**config.mk**
```make
export PLATFORM = sky130hd
export DESIGN_NAME = osc_trig_capture
export DESIGN_NICKNAME = d
export VERILOG_FILES = /design/src/rtl/osc_trig_capture.sv
export SDC_FILE = /design/constraint.sdc
export NUM_CORES = 1
export LEC_CHECK = 0
export ABC_CLOCK_PERIOD_IN_PS = 4080
export CORE_ASPECT_RATIO = 1.4
export CORE_UTILIZATION = 24
export CTS_CLUSTER_SIZE = 25
export DETAILED_ROUTE_END_ITERATION = 16
export GPL_TIMING_DRIVEN = 0
export PLACE_DENSITY = 0.43
export RECOVER_POWER = 100
export SETUP_SLACK_MARGIN = 0.2
export SLEW_MARGIN = 30
export SYNTH_ARGS = -nofsm -noshare
export SYNTH_HDL_FRONTEND = slang
export SYNTH_SLANG_ARGS = --single-unit
```
**constraint.sdc**
```tcl
create_clock -name clk -period 4.08 [get_ports clk]
set_clock_uncertainty 0.05 [all_clocks]
set_input_delay 1.224 -clock clk [delete_from_list [all_inputs] [get_ports clk]]
set_output_delay 1.224 -clock clk [all_outputs]
set_load 0.005 [all_outputs]
```
**src/rtl/osc_trig_capture.sv**
```systemverilog
// Triggered-capture unit: a circular sample buffer that freezes a window of
// pre-trigger and post-trigger samples around a level/edge or forced trigger,
// with a registered read port that presents the window oldest-first.
module osc_trig_capture #(
  parameter int DATA_W = 8,
  parameter int DEPTH  = 64,
  parameter int ADDR_W = $clog2(DEPTH)
) (
  input  logic              clk,
  input  logic              rst_n,
  input  logic              sample_valid,
  input  logic [DATA_W-1:0] sample_data,
  input  logic              arm,
  input  logic [DATA_W-1:0] trig_level,
  input  logic              trig_edge,
  input  logic [ADDR_W-1:0] pretrig,
  input  logic              force_trig,
  input  logic [ADDR_W-1:0] rd_addr,
  output logic [DATA_W-1:0] rd_data,
  output logic              busy,
  output logic              waiting,
  output logic              done
);

  // Counter needs one extra bit: a window with no pre-trigger samples has DEPTH post samples.
  localparam int CNT_W = ADDR_W + 1;

  typedef enum logic [2:0] {S_IDLE, S_PRE, S_WAIT, S_POST, S_DONE} state_t;

  state_t              state_q, state_d;
  logic [ADDR_W-1:0]   pre_q, pre_d;
  logic [ADDR_W-1:0]   wr_ptr_q, wr_ptr_d;
  logic [ADDR_W-1:0]   start_ptr_q, start_ptr_d;
  logic [CNT_W-1:0]    cnt_q, cnt_d;
  logic                force_q, force_d;
  logic [DATA_W-1:0]   prev_q, prev_d;
  logic                prev_vld_q, prev_vld_d;
  logic [DATA_W-1:0]   rd_data_q;
  logic [CNT_W-1:0]    post_total;
  logic                capturing;
  logic                wr_en;
  logic [DATA_W-1:0]   mem [DEPTH];

  // Level crossing between the previous and current sample in the selected direction.
  function automatic logic edge_hit(input logic [DATA_W-1:0] prev,
                                    input logic [DATA_W-1:0] cur,
                                    input logic [DATA_W-1:0] level,
                                    input logic              falling);
    if (falling) return (prev >= level) && (cur < level);
    else         return (prev < level) && (cur >= level);
  endfunction

  assign capturing  = (state_q == S_PRE) || (state_q == S_WAIT) || (state_q == S_POST);
  assign post_total = CNT_W'(DEPTH) - {1'b0, pre_q};

  // Next-state logic: arm restarts everything; otherwise each valid sample advances the capture.
  always_comb begin
    state_d     = state_q;
    pre_d       = pre_q;
    wr_ptr_d    = wr_ptr_q;
    start_ptr_d = start_ptr_q;
    cnt_d       = cnt_q;
    force_d     = force_q;
    prev_d      = prev_q;
    prev_vld_d  = prev_vld_q;
    wr_en       = 1'b0;
    if (arm) begin
      pre_d      = pretrig;
      wr_ptr_d   = '0;
      cnt_d      = '0;
      force_d    = 1'b0;
      prev_vld_d = 1'b0;
      state_d    = (pretrig != '0) ? S_PRE : S_WAIT;
    end else if (capturing) begin
      if (force_trig) force_d = 1'b1;
      if (sample_valid) begin
        wr_en      = 1'b1;
        wr_ptr_d   = wr_ptr_q + ADDR_W'(1);
        prev_d     = sample_data;
        prev_vld_d = 1'b1;
        case (state_q)
          S_PRE: begin
            if (cnt_q + CNT_W'(1) == {1'b0, pre_q}) begin
              cnt_d   = '0;
              state_d = S_WAIT;
            end else begin
              cnt_d = cnt_q + CNT_W'(1);
            end
          end
          S_WAIT: begin
            // A force latched on an earlier cycle claims this sample unconditionally.
            if (force_q || (prev_vld_q && edge_hit(prev_q, sample_data, trig_level, trig_edge))) begin
              start_ptr_d = wr_ptr_q - pre_q;
              force_d     = 1'b0;
              cnt_d       = CNT_W'(1);
              state_d     = (post_total == CNT_W'(1)) ? S_DONE : S_POST;
            end
          end
          S_POST: begin
            cnt_d = cnt_q + CNT_W'(1);
            if (cnt_q + CNT_W'(1) == post_total) state_d = S_DONE;
          end
          default: ;
        endcase
      end
    end
  end

  // Control and pointer registers.
  always_ff @(posedge clk or negedge rst_n) begin
    if (!rst_n) begin
      state_q     <= S_IDLE;
      pre_q       <= '0;
      wr_ptr_q    <= '0;
      start_ptr_q <= '0;
      cnt_q       <= '0;
      force_q     <= 1'b0;
      prev_q      <= '0;
      prev_vld_q  <= 1'b0;
    end else begin
      state_q     <= state_d;
      pre_q       <= pre_d;
      wr_ptr_q    <= wr_ptr_d;
      start_ptr_q <= start_ptr_d;
      cnt_q       <= cnt_d;
      force_q     <= force_d;
      prev_q      <= prev_d;
      prev_vld_q  <= prev_vld_d;
    end
  end

  // Sample ring; contents survive reset.
  always_ff @(posedge clk) begin
    if (wr_en) mem[wr_ptr_q] <= sample_data;
  end

  // Registered window read, rebased so index 0 is the oldest captured sample.
  always_ff @(posedge clk or negedge rst_n) begin
    if (!rst_n) rd_data_q <= '0;
    else        rd_data_q <= mem[start_ptr_q + rd_addr];
  end

  assign rd_data = rd_data_q;
  assign busy    = capturing;
  assign waiting = (state_q == S_WAIT);
  assign done    = (state_q == S_DONE);

endmodule

```
Yosys cells after proc, flatten, opt, wreduce, memory -nomap -nowiden
Memory sizes are Yosys's and may differ from the RTL's. A register that Yosys moved wholly into a read port is not among the register bits.
Index checks and enable logic that the tools add are counted.
- add/sub/neg operators: 5
- order comparisons: 4
- equal/unequal tests: 10
- multiplexer cells: 37
- bitwise operators: 1
- reductions and logical operators: 16
- operators with widths (operator ; number):
    two-way mux 7 bit ; 5
    two-way mux 3 bit ; 7
    case mux 7 bit (3 select lines) ; 1
    two-way mux 1 bit ; 19
    two-way mux 6 bit ; 3
    greater-or-equal comparator 8 bit ; 2
    less-than comparator 8 bit ; 2
    != test 3 x 2 -> 1 bit (second input constant) ; 3
    case mux 3 bit (3 select lines) ; 1
    adder 7 x 1 -> 7 bit (second input constant) ; 1
    == test 7 x 1 -> 1 bit (second input constant) ; 1
    == test 7 x 6 -> 1 bit ; 1
    == test 7 bit ; 1
    subtractor 7 x 6 -> 7 bit (first input constant) ; 1
    adder 6 x 1 -> 6 bit (second input constant) ; 1
    adder 6 bit ; 1
    == test 3 x 2 -> 1 bit (second input constant) ; 2
    AND reduction 6 bit ; 1
    nonzero test 6 bit ; 1
    subtractor 6 bit ; 1
    AND reduction 5 bit ; 1
    AND reduction 4 bit ; 1
    nonzero test 2 bit ; 2
    nonzero test 4 bit ; 1
    other kinds (9) ; 13
- register bits: 38
- memory bits (writable): 512
- input port bits: 34
- output and inout bits: 11
- logic and storage cells: 82
- memories kept: 1
- memories (name ; depth ; bits a word ; read ports ; clocked after memory_dff ; wr ports ; RTL line ; text):
    mem ; 64 ; 8 ; 1 ; 1 ; 1 ; 42 ; logic [DATA_W-1:0] mem [DEPTH];

Logic depth before layout (Yosys ltp)
Gate-level depths: netlist (run 1).
- depth after elaboration: 14
- gate-level depth with buffers: 10
- depth with buffers taken out: 9

Least setup slack after synthesis (run 1)
No wires, ideal clock.
- kind: input-to-reg
- start point: input rd_addr[0]
- end point: register rd_data_q[5] (netlist: rd_data[5]), read port of mem
- setup time: 0.137 ns
- data arrival time: 3.653 ns
- required time: 3.893 ns
- setup slack: 0.240 ns
- stages: 9
- path buffers: 3
- cells stage by stage: ha_1 > fa_1 > buf_2 > buf_2 > clkbuf_1 > mux4_2 > mux4_2 > mux2i_1 > a21oi_1
- word-level cells in the longest chain between the ends: 1
- ends and longest elaborated chain (what ; RTL line ; text):
    from (decl) ; 18 ; input logic [ADDR_W-1:0] rd_addr,
    adder 6 bit ; 140 ; else rd_data_q <= mem[start_ptr_q + rd_addr];
    to (decl) ; 38 ; logic [DATA_W-1:0] rd_data_q;
No other way between the ends.
A chain may end at the register's enable or synchronous reset.

Final worst setup path (run 1)
- start point: input sample_valid
- end point: memory mem[18][0] (enable)
- word-level cells in the longest chain between the ends: 5
- ends and longest elaborated chain (what ; RTL line ; text):
    from (decl) ; 11 ; input logic sample_valid,
    two-way mux 1 bit ; 76 ; if (sample_valid) begin
    two-way mux 1 bit ; 74 ; end else if (capturing) begin
    two-way mux 1 bit ; 67 ; if (arm) begin
    two-way mux 1 bit ; 134 ; if (wr_en) mem[wr_ptr_q] <= sample_data;
    two-way mux 1 bit (not written as such) ; 134 ;
    to (decl) ; 42 ;
No other way between the ends.

==> results of run 1 <==
-- per-stage QoR --
stage	util	instances
final	0.289	2539
after global routing	0.289	2538
after CTS	0.287	2531
after detailed placement	0.266	2428
after global placement	0.263	2419
after floorplan	-	1160
-- repair_timing --
item | CTS | global route
gates resized for setup | 84 | 69
pin swaps | 2 | 6
hold endpoints to repair | 0 | 0
setup buffers | 5 | 4
gates cloned | 0 | 2
endpoints found under the setup margin | 182 | 203
-- worst reg2reg max path, stage by stage, from the launching register on --
cell      delay [ns]
dfrtp_1         0.46
nor2_1          0.09
nor2_1          0.26
and2_1          0.17
buf_2           0.19
nand2b_1        0.08
clkbuf_1        0.23
or4_1           0.44
clkbuf_1        0.45
nor2_1          0.86
-- cells in the final DEF, fill, tap and decap left out, types with 10 or more instances in the layout --
cell type,count
clkbuf_16,56
nand2_1,45
clkdlybuf4s50_1,24
nor2_2,24
dlygate4sd3_1,11
inv_1,30
clkbuf_1,35
xnor2_1,18
dfrtp_1,46
nor2_1,61
a21oi_1,21
buf_6,10
edfxtp_1,512
nand4_1,11
mux4_2,160
ha_1,29
buf_4,18
o21ai_0,12
-- final cells by class --
cell class | count | area, µm²
fillers | 9294 | 66900
flip-flops and latches | 558 | 16500
multi-input cells | 513 | 6190
well taps | 1215 | 1520
clock buffers | 72 | 1480
repair buffers | 64 | 659
plain buffers | 58 | 503
clock inverters | 26 | 248
inverters | 31 | 116
diodes | 2 | 5.00
-- layer usage --
metal | vias to the layer above | track usage | share of wire
met4 | 8 | 0.0340 | 0.025
met5 | - | 0 | 0.00083
met3 | 74 | 0.0215 | 0.034
li1 | 4938 | - | -
met1 | 6053 | 0.143 | 0.39
met2 | 199 | 0.239 | 0.55
-- worst paths after layout --
check / slack, ns / end / depth (start not counted) / from
worst min-delay path: 0.45 / prev_q[7]$_DFFE_PN0P_ / 2 / prev_q[7]$_DFFE_PN0P_
worst min register to register: 0.45 / prev_q[7]$_DFFE_PN0P_ / 2 / prev_q[7]$_DFFE_PN0P_
worst max-delay path: 0.14 / mem[18][0]$_DFFE_PP_ / 8 / sample_valid
worst max register to register: 0.42 / mem[18][0]$_DFFE_PP_ / 9 / state_q[0]$_DFFE_PN0P_
min in group asynchronous: 0.85 / cnt_q[6]$_DFFE_PN0P_ / 1 / rst_n
max in group asynchronous: 1.00 / start_ptr_q[4]$_DFFE_PN0P_ / 2 / rst_n
-- state kept, by name, summed over array words and instances, names as in the netlist --
name	cells
state_q	3
cnt_q	7
force_q	1
mem	512
wr_ptr_q	6
pre_q	6
start_ptr_q	6
prev_vld_q	1
prev_q	8
rd_data	8
-- power by group --
part	internal (W)	switching [W]
registers	0.00643	0.000128
logic	0.00281	0.00328
clock network	0.00280	0.00219
total	0.0120	0.00560
-- cells by family (layout without fill, tap and decap cells) --
logic type,count (synthesis),in the layout,share of synthesized area
AO/OA/AOI/OAI,80,80,0.0228
XOR/XNOR,32,32,0.0137
adder cells (fa/ha/maj),32,32,0.0182
buffers and inverters,89,251,0.0170
flip-flops,558,558,0.723
multiplexers,177,177,0.166
other,0,2,0
AND/OR/NAND/NOR,192,192,0.0394
==> results.md, run 1 <==
- Detail Placement HPWL: just over 40000 µm
- CTS tree: yes
- Drt wl/cell: between 20 and 25 µm
- Most frequent cell after synthesis: edfxtp_1
- Pre-antenna DRT Iters: 4
- CP arrival: 4.11 ns
- ANT nets after route: 0
- Die height: between 300 and 400 µm
- H-tree depth: 2
- Max-Cap Viols: 3
- GPL Wtd Cong: 0.773
- Via Count: 11.3k
- Period utilization: 0.966
- Seq/Total Area, Yosys: 0.723
- Initial Util: 0.243
- Ys async rst share: 0.0824
- Number of synthesized flops with an enable pin: 512
- First-pass GRT wire length: around 87000 µm
- Ranking of synthesized cells by area: edfxtp_1 67%, mux4_2 16%, dfrtp_1 5.0%, ha_1 1.6%, nor2_1 1.4%
- Worst Path Buf+Inv: 4
- Synthesized flop and latch total: 558
- Fraction of layout cells with a size suffix above 1: 0.274
- Run status: finished with violations
- Top-area cell type share of the netlist area: 0.673
- Area leader, netlist: edfxtp_1
- Least-Margin Pin Slew: 2.62 ns
- Net count, final: between 1k and 1.5k
- Synth warn: 0
- Pre-CTS setup slack: -1.54 ns
- Largest net degree at the start of global routing: 57
- # IOs: 45
- # setup viols final: 0
- PD cells: 647 nW/µm²
- Total CTS buffers: 54
- Worst-Skew Late Latency: about 0.63 ns
- Crit-path max cell delay: 0.85 ns
- Post-Route WL: roughly 60000 µm
- Post-synth top cells: 512 x edfxtp_1, 160 x mux4_2, 84 x nor2_1
- Fin. max-slew vios: 135
- Fin. Hold Viols: 0
- Dpl cell area: 25000 µm²
- Drt drc: 0
- Mapped Cells: 1160
- Final instance area: 27200 µm²
- CTS Root Cell: clkbuf_16
- Crit Path Category: primary input to register
- Syn_nets: around 1.2k
- Failing checks: max-capacitance violations, max-slew violations
- Worst setup margin: 0.139 ns
- All-layer global routing usage: 0.126
- IO buf count: 44
- Max_slew headroom: -0.747
- Crit-path leading delay family: simple AND/OR/NAND/NOR gates
- Hold-fix buffers, CTS: 0
- Clock transition at the registers of the reported paths: 0.06 ns
- Area growth, synth to finish: 19.2%
- Clock Sinks: 558
- Crit path cell chain: clkdlybuf4s50_1 -> and2_1 -> buf_2 -> nand2b_1 -> clkbuf_1 -> or4_1 -> clkbuf_1 -> nor2_1
- Top_reg_cell synth: edfxtp_1
- Worst hold slack: 0.452 ns
- Core Area: 94200 µm²
- Slowest cell on crit path: nor2_1
- Vias in the first global route: 12.0k
- Setup_tns: 0 ns
- Vias per cell: 4.44
- Setup crit end kind: register
- Hold crit path type: register to register
- Min Tclk post-route: slightly below 4 ns
- Clock Path Buffers: 3
- Total Die Area: 96500 µm²
- Unrepaired setup endpoints after global routing: yes
- Cell Area, Synth: 22800 µm²
- DRT iter0 DRCs: 733
- FP Rows: 133
- Leakage power: 8.60 nW
- Critical Path Source Type: primary input
- GR Overflow Total: 0
- VDD IR max: about 0.00032 V
- Initial antenna violation count: 6
- Crit path required time: 4.25 ns
- Synth Area per Inst: 19.7 µm²
- Power Total: about 0.018 W
- CP max FO: 10
- Fmax: approximately 250 MHz
- Crit-path most repeated cell: clkbuf_1
- Chip width: between 200 and 300 µm
- Number of library cell types mapped by synthesis: 63
Note: power is estimated with default switching activity, not from simulation.
==> run 2: changes to the inputs <==
--- a/config.mk
+++ b/config.mk
@@ -6,6 +6,7 @@
 export NUM_CORES = 1
 export LEC_CHECK = 0
 export ABC_CLOCK_PERIOD_IN_PS = 4080
+export CAP_MARGIN = 0
 export CORE_ASPECT_RATIO = 1.4
 export CORE_UTILIZATION = 24
 export CTS_CLUSTER_SIZE = 25
@@ -13,6 +14,7 @@
 export GPL_TIMING_DRIVEN = 0
 export PLACE_DENSITY = 0.43
 export RECOVER_POWER = 100
+export REMOVE_ABC_BUFFERS = 1
 export SETUP_SLACK_MARGIN = 0.2
 export SLEW_MARGIN = 30
 export SYNTH_ARGS = -nofsm -noshare
==> run 2 against run 1 <==
Compared with the run above: the flow still finishes with violations (max-capacitance violations, max-slew violations); maximum frequency decreased by 2.8%; cell count shrank 1.1%; clock power is 4.8% lower; via count shrank 1.6%; die area did not move; worst hold slack worse by 0.0014 ns; sequential share of layout area fell by 0.053 points; sequential power is essentially flat; count of clock-buffer cells in the layout shrank 8; core utilization about the same; setup slack lost 0.11 ns; global-route usage is 0.42 points lower; critical endpoint is now rd_data[2]$_DFF_PN0_; largest power group unchanged.
==> results.md, run 2 (synthesis results as in run 1) <==
- Detail Placement HPWL: 37700 µm (-7.9%)
- Hold crit path type: register to register
- # IOs: 45 (unchanged)
- Total CTS buffers: 53 (-1.9%)
- CTS tree: yes
- Fraction of layout cells with a size suffix above 1: 0.281 (+0.00759)
- DRT iter0 DRCs: 636 (-13%)
- Post-Route WL: 58800 µm (-2.9%)
- H-tree depth: 2 (unchanged)
- Max reg flops: 512 (unchanged)
- Clock Sinks: 558 (unchanged)
- Worst hold slack: 0.451 ns (-0.00138 ns)
- Vias per cell: 4.41 (-0.58%)
- Run status: finished with violations
- Total Die Area: 96500 µm² (unchanged)
- Drt drc: 0 (unchanged)
- VDD IR max: 0.000323 V (+0.84%)
- Vias in the first global route: 12.0k (-0.39%)
- Multi-input gate area in the final layout: 6220 µm² (+0.44%)
- Fillcell total: 9333 (+0.42%)
- Unrepaired setup endpoints after global routing: yes
- Setup crit end kind: register
- CP max FO: 17 (+7)
- Via Count: 11.1k (-1.6%)
- Net count, final: 1324 (-1.6%)
- All-layer global routing usage: 0.121 (-0.00418)
- First-pass GRT wire length: 84200 µm (-3.1%)
- CP arrival: 4.43 ns (+0.32 ns)
- Leakage power: 8.62 nW (+0.29%)
- CTS Root Cell: clkbuf_16
- Fin. Hold Viols: 0 (unchanged)
- Core Area: 94200 µm² (unchanged)
- Initial antenna violation count: 0 (-6)
- Period utilization: 0.994 (+0.0282)
- Finished Layout Cells: 2512 (-1.1%)
- Area growth, synth to finish: 19.3% (about the same)
- Register area: 16500 µm² (unchanged)
- Least-Margin Pin Slew: 2.45 ns (-0.174 ns)
- GR Overflow Total: 0 (unchanged)
- Worst-Skew Late Latency: 0.61 ns (-0.02 ns)
- Clock Path Buffers: 3 (unchanged)
- IO buf count: 44 (unchanged)
- Reg with most FFs: mem
- Fmax: 247 MHz (-2.8%)
- Largest net degree at the start of global routing: 55 (-3.5%)
- Die height: 367 µm (unchanged)
- Initial Util: 0.243 (unchanged)
- Critical Path Source Type: primary input
- GPL Wtd Cong: 0.742 (-4.0%)
- Crit Path Category: primary input to register
- Pre-antenna DRT Iters: 5 (+1)
- Most frequent cells in the layout: 512 x edfxtp_1, 160 x mux4_2, 57 x clkbuf_16
- Fin. max-slew vios: 49 (-64%)
- # setup viols final: 0 (unchanged)
- Setup_tns: 0 ns (unchanged)
- Max-Cap Viols: 2 (-1)
- Failing checks: max-capacitance violations, max-slew violations
- Max_slew headroom: -0.631 (+0.116)
- Clock transition at the registers of the reported paths: 0.06 ns (about the same)
- FP Rows: 133 (unchanged)
- Drt wl/cell: 23.4 µm (-1.9%)
- Chip width: 263 µm (unchanged)
- PD cells: 640 nW/µm² (-1.1%)
- Placed Cells: 2392 (-1.5%)
- Diodes inserted: 0 (-2)
- Crit path required time: 4.45 ns (+0.20 ns)
- Min Tclk post-route: 4.06 ns (+0.115 ns)
- Commonest non-fill, non-tap cell in the layout: edfxtp_1
- ANT nets after route: 0 (unchanged)
-- run 2: routing by layer --
layer	routed length [µm]	share of wire	track usage	vias to the layer above
met5	0	0	0	-
met4	1510	0.026	0.0414	0
met3	2490	0.042	0.0244	67
met2	31400	0.53	0.220	216
met1	23400	0.40	0.142	5904
li1	-	-	-	4900
-- run 2: stage by stage --
step / area, µm² / total power, W / worst slack (ns) / util
after floorplan: 22600 / 0.0103 / -3.76 / -
after global placement: 24500 / 0.0114 / -7.45 / 0.261
after detailed placement: 25100 / 0.0121 / -1.36 / 0.266
after CTS: 27200 / 0.0177 / 0.190 / 0.289
after global routing: 27300 / 0.0182 / 0.0284 / 0.290
final: 27300 / 0.0174 / 0.0243 / 0.290
-- run 2: layout make-up --
type	count	share of cell area
Clock buffer	64	0.0509
Tap cell	1215	0.0557
Inverter	31	0.00427
Multi-Input combinational cell	513	0.228
Clock inverter	30	0.00872
Timing Repair Buffer	101	0.0464
Sequential cell	558	0.606
-- run 2: path summary, 6_finish.rpt --
kind                                       startpoint                 endpoint  slack (ns)  cells after the start
min reg2reg                     prev_q[1]$_DFFE_PN0P_    prev_q[1]$_DFFE_PN0P_        0.45                      2
min                             prev_q[1]$_DFFE_PN0P_    prev_q[1]$_DFFE_PN0P_        0.45                      2
max reg2reg                start_ptr_q[0]$_DFFE_PN0P_     rd_data[2]$_DFF_PN0_        0.52                      9
max                                        rd_addr[0]     rd_data[2]$_DFF_PN0_        0.02                     10
min in group asynchronous                       rst_n     cnt_q[6]$_DFFE_PN0P_        0.92                      1
max in group asynchronous                       rst_n  wr_ptr_q[5]$_DFFE_PN0P_        1.07                      2
-- run 2: critical path: stages --
cell	delay, ns
dlygate4sd2_1	0.28
ha_4	0.18
fa_4	0.81
buf_12	0.17
buf_16	0.17
buf_4	0.14
mux4_2	0.37
mux4_2	0.52
mux2i_1	0.39
a21oi_4	0.15
-- run 2: timing repair --
action / in CTS / in global routing
cloned: 5 / 3
setup buffers: 12 / 6
endpoints found under the hold margin: 0 / 0
pin swaps: 10 / 7
gates resized for setup: 68 / 31
hold buffers: 0 / 0
setup endpoints to repair: 276 / 256
-- run 2: power breakdown --
part / switching, W / internal, W / leakage [nW] / total (W)
clock: 0.00213 / 0.00261 / 0.790 / 0.00474
combinational: 0.00314 / 0.00301 / 2.66 / 0.00615
sequential: 0.000143 / 0.00642 / 5.18 / 0.00657
==> run 3: changes to the inputs <==
--- a/config.mk
+++ b/config.mk
@@ -6,7 +6,6 @@
 export NUM_CORES = 1
 export LEC_CHECK = 0
 export ABC_CLOCK_PERIOD_IN_PS = 4080
-export CAP_MARGIN = 0
 export CORE_ASPECT_RATIO = 1.4
 export CORE_UTILIZATION = 24
 export CTS_CLUSTER_SIZE = 25
@@ -16,6 +15,7 @@
 export RECOVER_POWER = 100
 export REMOVE_ABC_BUFFERS = 1
 export SETUP_SLACK_MARGIN = 0.2
+export SKIP_LAST_GASP = 1
 export SLEW_MARGIN = 30
 export SYNTH_ARGS = -nofsm -noshare
 export SYNTH_HDL_FRONTEND = slang
==> results of run 3 <==
The final DEF is identical to that of run 2; final timing and power are the same.
